File: src/rtl/gmii_tx_framer.sv
// GMII transmit framer: preamble/SFD insertion, min-length zero padding, underrun and bad-EOP signalling.
// Define GMII_TX_CRC_EN to append the IEEE 802.3 CRC-32 FCS after payload/pad.
module gmii_tx_framer #(
  parameter int IFG_CYCLES = 12,
  parameter int MIN_FRAME  = 60
) (
  input  logic       clk,
  input  logic       reset,
  input  logic       p_srdy,
  output logic       p_drdy,
  input  logic [7:0] p_data,
  input  logic [1:0] p_code,
  output logic       gmii_tx_en,
  output logic [7:0] gmii_txd,
  output logic       gmii_tx_er
);

  localparam logic [1:0] CODE_SOP      = 2'd1;
  localparam logic [1:0] CODE_EOP_GOOD = 2'd2;
  localparam logic [1:0] CODE_EOP_BAD  = 2'd3;

  localparam int IFG_W = (IFG_CYCLES > 1) ? $clog2(IFG_CYCLES) : 1;
  localparam logic [IFG_W-1:0] IFG_LAST = IFG_W'((IFG_CYCLES > 0) ? IFG_CYCLES - 1 : 0);
  localparam logic [10:0] MIN_COUNT = 11'(MIN_FRAME);

  typedef enum logic [2:0] {
    IDLE, PREAMBLE, PAYLOAD, PAD, DRAIN, IFG
`ifdef GMII_TX_CRC_EN
    , FCS
`endif
  } state_t;

`ifdef GMII_TX_CRC_EN
  localparam state_t POST_PAYLOAD = FCS;
`else
  localparam state_t POST_PAYLOAD = IFG;
`endif

  state_t           state;
  logic [10:0]      count;
  logic [10:0]      count_inc;
  logic [2:0]       idx;
  logic [IFG_W-1:0] ifg_cnt;
  logic             underrun;

  always_comb begin
    count_inc = (count == '1) ? count : count + 11'd1;
    // The held SOP byte opens the payload (count still 0); any later SOP is an underrun.
    underrun  = !p_srdy || (p_code == CODE_SOP && count != '0);
  end

  always_comb begin
    p_drdy = 1'b0;
    if (reset) begin
      case (state)
        IDLE:           p_drdy = (p_code != CODE_SOP);
        PAYLOAD, DRAIN: p_drdy = 1'b1;
        default:        p_drdy = 1'b0;
      endcase
    end
  end

`ifdef GMII_TX_CRC_EN
  logic [31:0] crc;
  logic [31:0] crc_data;
  logic [31:0] crc_pad;
  logic [31:0] crc_fin;

  function automatic logic [31:0] crc_step(input logic [31:0] c, input logic [7:0] d);
    logic [31:0] r;
    r = c ^ {24'h0, d};
    for (int unsigned i = 0; i < 8; i++)
      r = r[0] ? ((r >> 1) ^ 32'hEDB88320) : (r >> 1);
    return r;
  endfunction

  always_comb begin
    crc_data = crc_step(crc, p_data);
    crc_pad  = crc_step(crc, 8'h00);
    crc_fin  = ~crc;
  end
`endif

  always_ff @(posedge clk or negedge reset) begin
    if (!reset) begin
      state      <= IDLE;
      count      <= '0;
      idx        <= '0;
      ifg_cnt    <= '0;
      gmii_tx_en <= 1'b0;
      gmii_txd   <= '0;
      gmii_tx_er <= 1'b0;
`ifdef GMII_TX_CRC_EN
      crc        <= '1;
`endif
    end else begin
      gmii_tx_en <= 1'b0;
      gmii_txd   <= '0;
      gmii_tx_er <= 1'b0;
      if (state != IFG) ifg_cnt <= '0;
      case (state)
        IDLE: begin
          if (p_srdy && p_code == CODE_SOP) begin
            state      <= PREAMBLE;
            count      <= '0;
            idx        <= '0;
            gmii_tx_en <= 1'b1;
            gmii_txd   <= 8'h55;
`ifdef GMII_TX_CRC_EN
            crc        <= '1;
`endif
          end
        end
        PREAMBLE: begin
          gmii_tx_en <= 1'b1;
          idx        <= idx + 3'd1;
          if (idx == 3'd6) begin
            gmii_txd <= 8'hD5;
            state    <= PAYLOAD;
          end else begin
            gmii_txd <= 8'h55;
          end
        end
        PAYLOAD: begin
          gmii_tx_en <= 1'b1;
          if (underrun) begin
            gmii_tx_er <= 1'b1;
            state      <= DRAIN;
          end else begin
            gmii_txd <= p_data;
            count    <= count_inc;
`ifdef GMII_TX_CRC_EN
            crc      <= crc_data;
`endif
            if (p_code == CODE_EOP_BAD) begin
              gmii_tx_er <= 1'b1;
              state      <= IFG;
            end else if (p_code == CODE_EOP_GOOD) begin
              idx <= '0;
              if (count_inc < MIN_COUNT) state <= PAD;
              else                       state <= POST_PAYLOAD;
            end
          end
        end
        PAD: begin
          gmii_tx_en <= 1'b1;
          count      <= count_inc;
          idx        <= '0;
`ifdef GMII_TX_CRC_EN
          crc        <= crc_pad;
`endif
          if (count_inc >= MIN_COUNT) state <= POST_PAYLOAD;
        end
`ifdef GMII_TX_CRC_EN
        FCS: begin
          gmii_tx_en <= 1'b1;
          gmii_txd   <= crc_fin[{idx[1:0], 3'b000} +: 8];
          idx        <= idx + 3'd1;
          if (idx == 3'd3) state <= IFG;
        end
`endif
        DRAIN: begin
          if (p_srdy && (p_code == CODE_EOP_GOOD || p_code == CODE_EOP_BAD)) state <= IFG;
        end
        IFG: begin
          if (ifg_cnt == IFG_LAST) state <= IDLE;
          else                     ifg_cnt <= ifg_cnt + 1'b1;
        end
        default: state <= IDLE;
      endcase
    end
  end

endmodule

File: config.mk
export PLATFORM = sky130hd
export DESIGN_NAME = gmii_tx_framer
export DESIGN_NICKNAME = d
export VERILOG_FILES = /design/src/rtl/gmii_tx_framer.sv
export SDC_FILE = /design/constraint.sdc
export NUM_CORES = 1
export LEC_CHECK = 0
export BUFFER_PORTS_ARGS = -buffer_cell sky130_fd_sc_hd__buf_4
export CORE_MARGIN = 3
export CORE_UTILIZATION = 64
export CTS_BUF_LIST = sky130_fd_sc_hd__clkbuf_4 sky130_fd_sc_hd__clkbuf_8
export DETAILED_ROUTE_END_ITERATION = 8
export GPL_TIMING_DRIVEN = 0
export HOLD_SLACK_MARGIN = 0.03
export PLACE_DENSITY = 0.87
export RECOVER_POWER = 50
export SLEW_MARGIN = 15
export SYNTH_ARGS = -nofsm -noshare
export SYNTH_HDL_FRONTEND = slang
export SYNTH_SLANG_ARGS = --single-unit
File: constraint.sdc
create_clock -name clk -period 4.6 [get_ports clk]
set_input_delay 1.15 -clock clk [delete_from_list [all_inputs] [get_ports clk]]
set_output_delay 1.15 -clock clk [all_outputs]
set_load 0.01 [all_outputs]
# Word-level counts from Yosys, hierarchy flattened
# Cells that the tools add are included.
# word_totals
register_bits,31
# op_classes
add_sub_neg,3
n_lt_le_gt_ge,2
n_eq_ne,22
mux,33
n_reduce_logical,15
# ops
op,count
$mux W3,13
$mux W11,3
$pmux W11 S3,1
$pmux W8 S3,1
$pmux W3 S6,1
$mux W8,2
$ne A2 B2 Y1 const B,8
$mux W4,3
$pmux W3 S4,1
$add A11 B1 Y11 const B,1
$eq A11 B11 Y1 const B,1
$ge A11 B6 Y1 const B,1
$lt A11 B6 Y1 const B,1
$reduce_bool A11 Y1,1
$eq A3 B3 Y1 const B,3
$mux W7,1
$eq A3 B2 Y1 const B,2
$reduce_and A6 Y1,1
$mux W1,5
$reduce_and A5 Y1,1
$add A4 B1 Y4 const B,1
$eq A2 B2 Y1 const B,2
$eq A4 B4 Y1 const B,1
$ne A4 B4 Y1 const B,1
15 further kinds,19

# Logic depth before layout (Yosys ltp)
# Gate-level depths: netlist of the first run.
# logic_depth
word_depth,8
mapped_depth,8
mapped_depth_nobuf,7

# Worst setup path after synthesis of the first run
# No wires, ideal clock.
# synth_timing
path_kind,input port to output port
start,input p_code[1]
end,output p_drdy
t_arrival_ns,1.998
required_time_ns,3.450
setup_slack_ns,1.452
path_stages,3
path_buffers,0
cell_sequence,nand2b_1 -> nor3_1 -> a2111oi_0
# synth_between
elab_chain_len,3
# synth_lines
item,line_no,rtl
from (decl),12,"input logic [1:0] p_code,"
$ne A2 B1 Y1,56,IDLE: p_drdy = (p_code != CODE_SOP);
$pmux W1 S2,55,case (state)
$mux W1,54,if (reset) begin
to (decl),10,"output logic p_drdy,"
# Every way passes these cells.

# Worst setup path after layout of the first run
# Ends and elaborated chain as after synthesis.

==> results.yml, run 1 <==
status:
  status: "finished clean"
timing:
  grt_setup_unrepaired: "false"
  period_share: 0.7429
  setup_tns_ns: 0
  layout_min_cycle_time_ns: 3.418
  slew_violations: 0
  finalSetupViolCount: 0
  fmax_mhz: 292.6
  worst_slew_pin_slew_ns: 0.8104
  finalHoldViolations: 0
  slew_headroom: 0.4552
  finClkSkew_ns: 0.01087
logic_synthesis:
  synth_flop_cell: "dfrtp_1"
  synth_top_cell_by_area: "dfrtp_1"
  post_synth_num_cell_types: 56
  synth_cells: 187
  ys_seq_area_frac: 0.4203
  synth_warnings: 0
  syn_area_per_cell_um2: 9.869
  ys_seq_elements: 31
  synth_top_area_share: 0.4203
  netlist_area_um2: 1846
  ys_top_cells_by_area: "dfrtp_1, mux2i_1, ha_1"
  synth_edf_count: 0
  async_flop_share: 1.000
  synth_fp_nets: 205
clocking:
  path_clk_slew_ns: 0.11
  htree_levels: 2
  cts_sinks: 31
  root_buffer: "clkbuf_4"
  numCtsBuffers: 5
  post_cts_resize_count: 0
  clkLatencyLatePin_ns: 0.34
  clk_path_buf_depth: 2
  postCtsHoldBufs: 0
  cts_tree: "done"
  postCtsSetupRepairBufs: 0
floorplan:
  row_count: 18
  die_y_um: 59.70
  core_um2: 2613
  die-area_um2: 3564
  io-pin-count: 24
  dieWidth_um: 59.70
  start_util: 0.7064
global_route:
  grt_pass1_vias: 1520
  antenna_found_initial: 0
  grt_max_degree: 33
  grt_pass1_wl_um: 6782
  grt_overflow: 0
  grtUsageTotal: 0.2541
placement:
  numPlacedInstances: 240
  gp_congestion: 0.9546
  dp_hpwl_um: 2927
  port_buffers: 23
final_layout:
  final_util: 0.8099
  syn_to_final_growth_pct: 14.64
  finalNonFillerCells: 248
  diodes: 0
  layout.nets: 235
  drive_above_1_share: 0.2339
setup_path:
  end_kind: "primary output"
  start_kind: "primary input"
  reg2reg_depth: 7
  cp_max_fo: 7
  crit_arrival_ns: 2.27
  timing_worst_setup_path_type: "primary input to primary output"
  required_ns: 3.45
hold_path:
  holdPathStages: 1
  hold_class: "flip-flop to flip-flop"
routing:
  postRouteAntennaNets: 0
  vias: 1542
  drt-initial-drc-count: 133
  avgRoutedWirePerCell_um: 15.92
  drc: 0
  vias_per_cell: 6.218
  routed_wl_um: 3948
  firstDrtPassIters: 6
flow_run:
  max_cap_viol_count: 0
power_and_ir_drop:
  p_per_area_nw_per_um2: 450.8
  power_leakage_nw: 0.9278
  ir_worst_vdd_mv: 0.4182
worst max-delay path: stages:
cell and delay (ns):
clkbuf_1 0.22, nand2b_1 0.21, nor3_1 0.09, a2111oi_0 0.41, buf_4 0.20
cells in the mapped netlist, types with 2 or more instances:
library cell and n:
dfrtp_1 31, nor2_1 14, a21oi_1 12, clkbuf_1 8, inv_1 8, mux2i_1 8, nand2_1 7, nand3_1 7
nand2b_1 6, o21ai_0 6, ha_1 5, a21o_2 4, nand4_1 4, a311oi_1 3, a31oi_1 3, and2_1 3
and2_2 3, and3_1 3, nor2b_1 3, nor3_1 3, a21boi_0 2, a21o_1 2, a22o_1 2, a41oi_1 2
and4_2 2, buf_6 2, nand3b_1 2, nor3b_1 2, o2111ai_1 2, xor2_1 2
cells by family (layout without fill, tap and decap cells):
group / after synthesis / after routing / synth area share
and+or+nand+nor: 68 / 68 / 0.2156
AOI/OAI and AO/OA: 51 / 51 / 0.2143
DFF: 31 / 31 / 0.4203
buffers and inverters: 19 / 50 / 0.04678
muxes: 9 / 9 / 0.04949
adders and majority gates: 6 / 6 / 0.03932
xor gates and xnor gates: 3 / 3 / 0.01424
metrics by stage:
step	total power [mW]	hold WS (ns)	cell area (µm²)	setup slack, ns
floorplan	0.6744	0.4793	1846	1.452
global placement	0.7716	0.4942	2056	1.301
detailed placement	0.7979	0.5186	2056	1.259
CTS	0.9537	0.5372	2113	1.251
global route	1.029	0.6060	2116	1.084
finish	0.9537	0.5341	2116	1.182
sequential cells by signal, summed over array words and instances, names as in the netlist:
register	count
state	3
ifg_cnt	4
gmii_tx_en	1
gmii_tx_er	1
gmii_txd	8
idx	3
count	11
layout make-up:
class	instances	area (µm²)
clock inverters	3	20.02
multi-input cells	137	989.7
flip-flops and latches	31	775.7
repair buffers	23	168.9
plain buffers	11	56.30
fillers	175	496.7
well taps	30	37.54
clock buffers	5	37.54
inverters	8	30.03
cells in the final DEF, fill, tap and decap left out, types with 2 or more instances in the layout:
cell type and instances:
dfrtp_1 31, buf_4 22, nor2_1 14, a21oi_1 12, clkbuf_1 9, inv_1 8, mux2i_1 8, nand3_1 7
nand2_1 7, nand2b_1 6, o21ai_0 6, ha_1 5, clkbuf_4 5, a21o_2 4, nand4_1 4, nor2b_1 3
nor3_1 3, and2_2 3, and2_1 3, and3_1 3, a31oi_1 3, a311oi_1 3, buf_6 2, nand3b_1 2
xor2_1 2, and4_2 2, a21boi_0 2, nor3b_1 2, a21o_1 2, o2111ai_1 2, a41oi_1 2, a22o_1 2
clkinvlp_4 2
power by group:
part	internal, mW	switching [mW]
sequential	0.335	0.0495
combinational	0.189	0.222
clock	0.0583	0.100
routing by layer:
metal	GRT usage	part of all wire
met3	0.04536	0.055
met5	0	0
met2	0.4136	0.49
met4	0.09177	0.012
met1	0.3389	0.44
path summary, 6_finish.rpt:
path	endpoint	startpoint	slack [ns]
max in group asynchronous	count[0]	reset	3.58
hold reg to reg	idx[0]	idx[0]	0.53
hold / removal	idx[0]	idx[0]	0.53
setup / recovery	p_drdy	p_code[1]	1.18
setup reg to reg	state[2]	count[0]	2.05
min in group asynchronous	idx[2]	reset	0.72
No activity file was read; power rests on OpenSTA's default activity.
==> inputs of run 2 (changes only) <==
--- a/config.mk
+++ b/config.mk
@@ -7,12 +7,12 @@
 export LEC_CHECK = 0
 export BUFFER_PORTS_ARGS = -buffer_cell sky130_fd_sc_hd__buf_4
 export CORE_MARGIN = 3
-export CORE_UTILIZATION = 64
+export CORE_UTILIZATION = 54
 export CTS_BUF_LIST = sky130_fd_sc_hd__clkbuf_4 sky130_fd_sc_hd__clkbuf_8
 export DETAILED_ROUTE_END_ITERATION = 8
 export GPL_TIMING_DRIVEN = 0
 export HOLD_SLACK_MARGIN = 0.03
-export PLACE_DENSITY = 0.87
+export PLACE_DENSITY = 0.78
 export RECOVER_POWER = 50
 export SLEW_MARGIN = 15
 export SYNTH_ARGS = -nofsm -noshare
==> constraint.sdc (replaced) <==
create_clock -name clk -period 3.04 [get_ports clk]
set_input_delay 0.76 -clock clk [delete_from_list [all_inputs] [get_ports clk]]
set_output_delay 0.76 -clock clk [all_outputs]
set_load 0.01 [all_outputs]
==> run 2 against run 1 <==
Clock power grew 110%; count of clock-buffer cells in the layout increased by 1; worst hold slack lost 0.19 ns; combinational power rose by 49%; largest cell class unchanged; highest routed layer unchanged.
==> results.yml, run 2 (synthesis results as in run 1) <==
routing:
  routed_wl_um: 3875
  met3_length_um: 196
  vias: 1525
  vias_per_cell: 5.821
  dr_wl_met2_um: 1948
  avgRoutedWirePerCell_um: 14.79
  firstDrtPassIters: 4
  postRouteAntennaNets: 0
  wl_met1_um: 1665
  drt-initial-drc-count: 80
  drc: 0
  routed.top_layer: "met4"
clocking:
  htree_levels: 2
  clkLatencyLatePin_ns: 0.33
  numCtsBuffers: 5
  path_clk_slew_ns: 0.10
  postCtsSetupRepairBufs: 0
  postCtsHoldBufs: 0
  cts_tree: "done"
  post_cts_resize_count: 0
  root_buffer: "clkbuf_4"
  clk_path_buf_depth: 2
  cts_sinks: 31
timing:
  finalSetupViolCount: 0
  slew_headroom: 0.4382
  worst_slew_pin_slew_ns: 0.8358
  grt_setup_unrepaired: "false"
  setup_tns_ns: 0
  finClkSkew_ns: 0.007520
  fmax_mhz: 388.3
  layout_min_cycle_time_ns: 2.576
  period_share: 0.8472
  finalHoldViolations: 0
  slew_violations: 0
power_and_ir_drop:
  p_per_area_nw_per_um2: 708.4
  power_leakage_nw: 0.9524
  ir_worst_vdd_mv: 0.4849
floorplan:
  die-area_um2: 4155
  dieWidth_um: 64.46
  io-pin-count: 24
  start_util: 0.5853
  core_um2: 3153
  die_y_um: 64.46
  row_count: 20
placement:
  gp_congestion: 0.9064
  dp_hpwl_um: 2863
  port_buffers: 23
  numPlacedInstances: 254
global_route:
  grt_max_degree: 33
  grtUsageTotal: 0.2099
  grt_pass1_wl_um: 6789
  grt_overflow: 0
  antenna_found_initial: 0
  grt_pass1_vias: 1491
setup_path:
  cpMostUsedCell: "clkbuf_1"
  crit-reg2reg-capture: "state[2]"
  timing_worst_setup_path_type: "flip-flop to primary output"
  start_kind: "flip-flop"
  crit_chain: "clkbuf_1 > clkbuf_1 > a2111oi_0 > buf_4"
  slowest_delay_ns: 0.45
  crit_slowest_cell: "a2111oi_0"
  r2r_slack_ns: 0.53
  cp_max_fo: 10
  end_kind: "primary output"
  required_ns: 2.28
  reg2reg_from: "count[0]"
  reg2reg_depth: 7
  crit_arrival_ns: 1.82
final_layout:
  final_cell_mix: "dfrtp_1, buf_4, nor2_1"
  syn_to_final_growth_pct: 17.36
  reg_top3: "count x11, gmii_txd x8, ifg_cnt x4"
  layout.nets: 235
  diodes: 0
  fill_cells: 273
  top_register: "count"
  final_common_cell: "dfrtp_1"
  largest_reg_flops: 11
  finalNonFillerCells: 262
  drive_above_1_share: 0.2385
status:
  status: "finished clean"
hold_path:
  hold_class: "primary input to asynchronous set/reset pin"
flow_run:
  max_cap_viol_count: 0
run 2: how the worst max path moves through the flow:
| stage | startpoint | endpoint | slack (ns) | depth (start not counted) |
|---|---|---|---|---|
| final | state[2] | p_drdy | 0.46 | 4 |
| after global routing | state[2] | p_drdy | 0.28 | 4 |
| after CTS | state[2] | p_drdy | 0.43 | 4 |
| after detailed placement | reset | p_drdy | 0.49 | 4 |
| after global placement | p_code[1] | count[0] | 0.24 | 5 |
| after floorplan | p_code[1] | p_drdy | 0.67 | 3 |
run 2: metrics by stage:
step	hold WS [ns]	util	cell area (µm²)	power, mW	setup slack [ns]
after floorplan	0.4644	-	1846	1.020	0.6725
after global placement	0.4939	0.6575	2073	1.175	0.2396
after detailed placement	0.5164	0.6595	2079	1.203	0.4873
after CTS	0.3344	0.6869	2166	1.547	0.4349
after global routing	0.3459	0.6869	2166	1.650	0.2767
final	0.3412	0.6869	2166	1.534	0.4645
run 2: area by class of cell:
cell class | instances | area, µm² | share of cell area
Clock buffer | 6 | 51.30 | 0.02369
Tap cell | 44 | 55.05 | 0.02542
Timing Repair Buffer | 23 | 172.7 | 0.07972
Multi-Input combinational cell | 137 | 989.7 | 0.4570
Clock inverter | 2 | 35.03 | 0.01618
Inverter | 8 | 30.03 | 0.01386
Sequential cell | 31 | 775.7 | 0.3582
Buffer | 11 | 56.30 | 0.02600
run 2: power breakdown:
part,switching (mW),internal (mW)
Combinational,0.329,0.285
Clock,0.146,0.194
Sequential,0.0731,0.507
Total,0.549,0.986
run 2: worst max-delay path: cells and delay by family, from the launching register on:
family                 cells  cell delay (ns)
AO/OA/AOI/OAI              1             0.45
buffers and inverters      3             0.66
flip-flops                 1             0.37
run 2: per-layer routing:
metal,up-vias,track usage
met3,8,0.06759
li1,755,-
met1,733,0.2553
met5,-,0
met2,29,0.3595
met4,0,0.05277
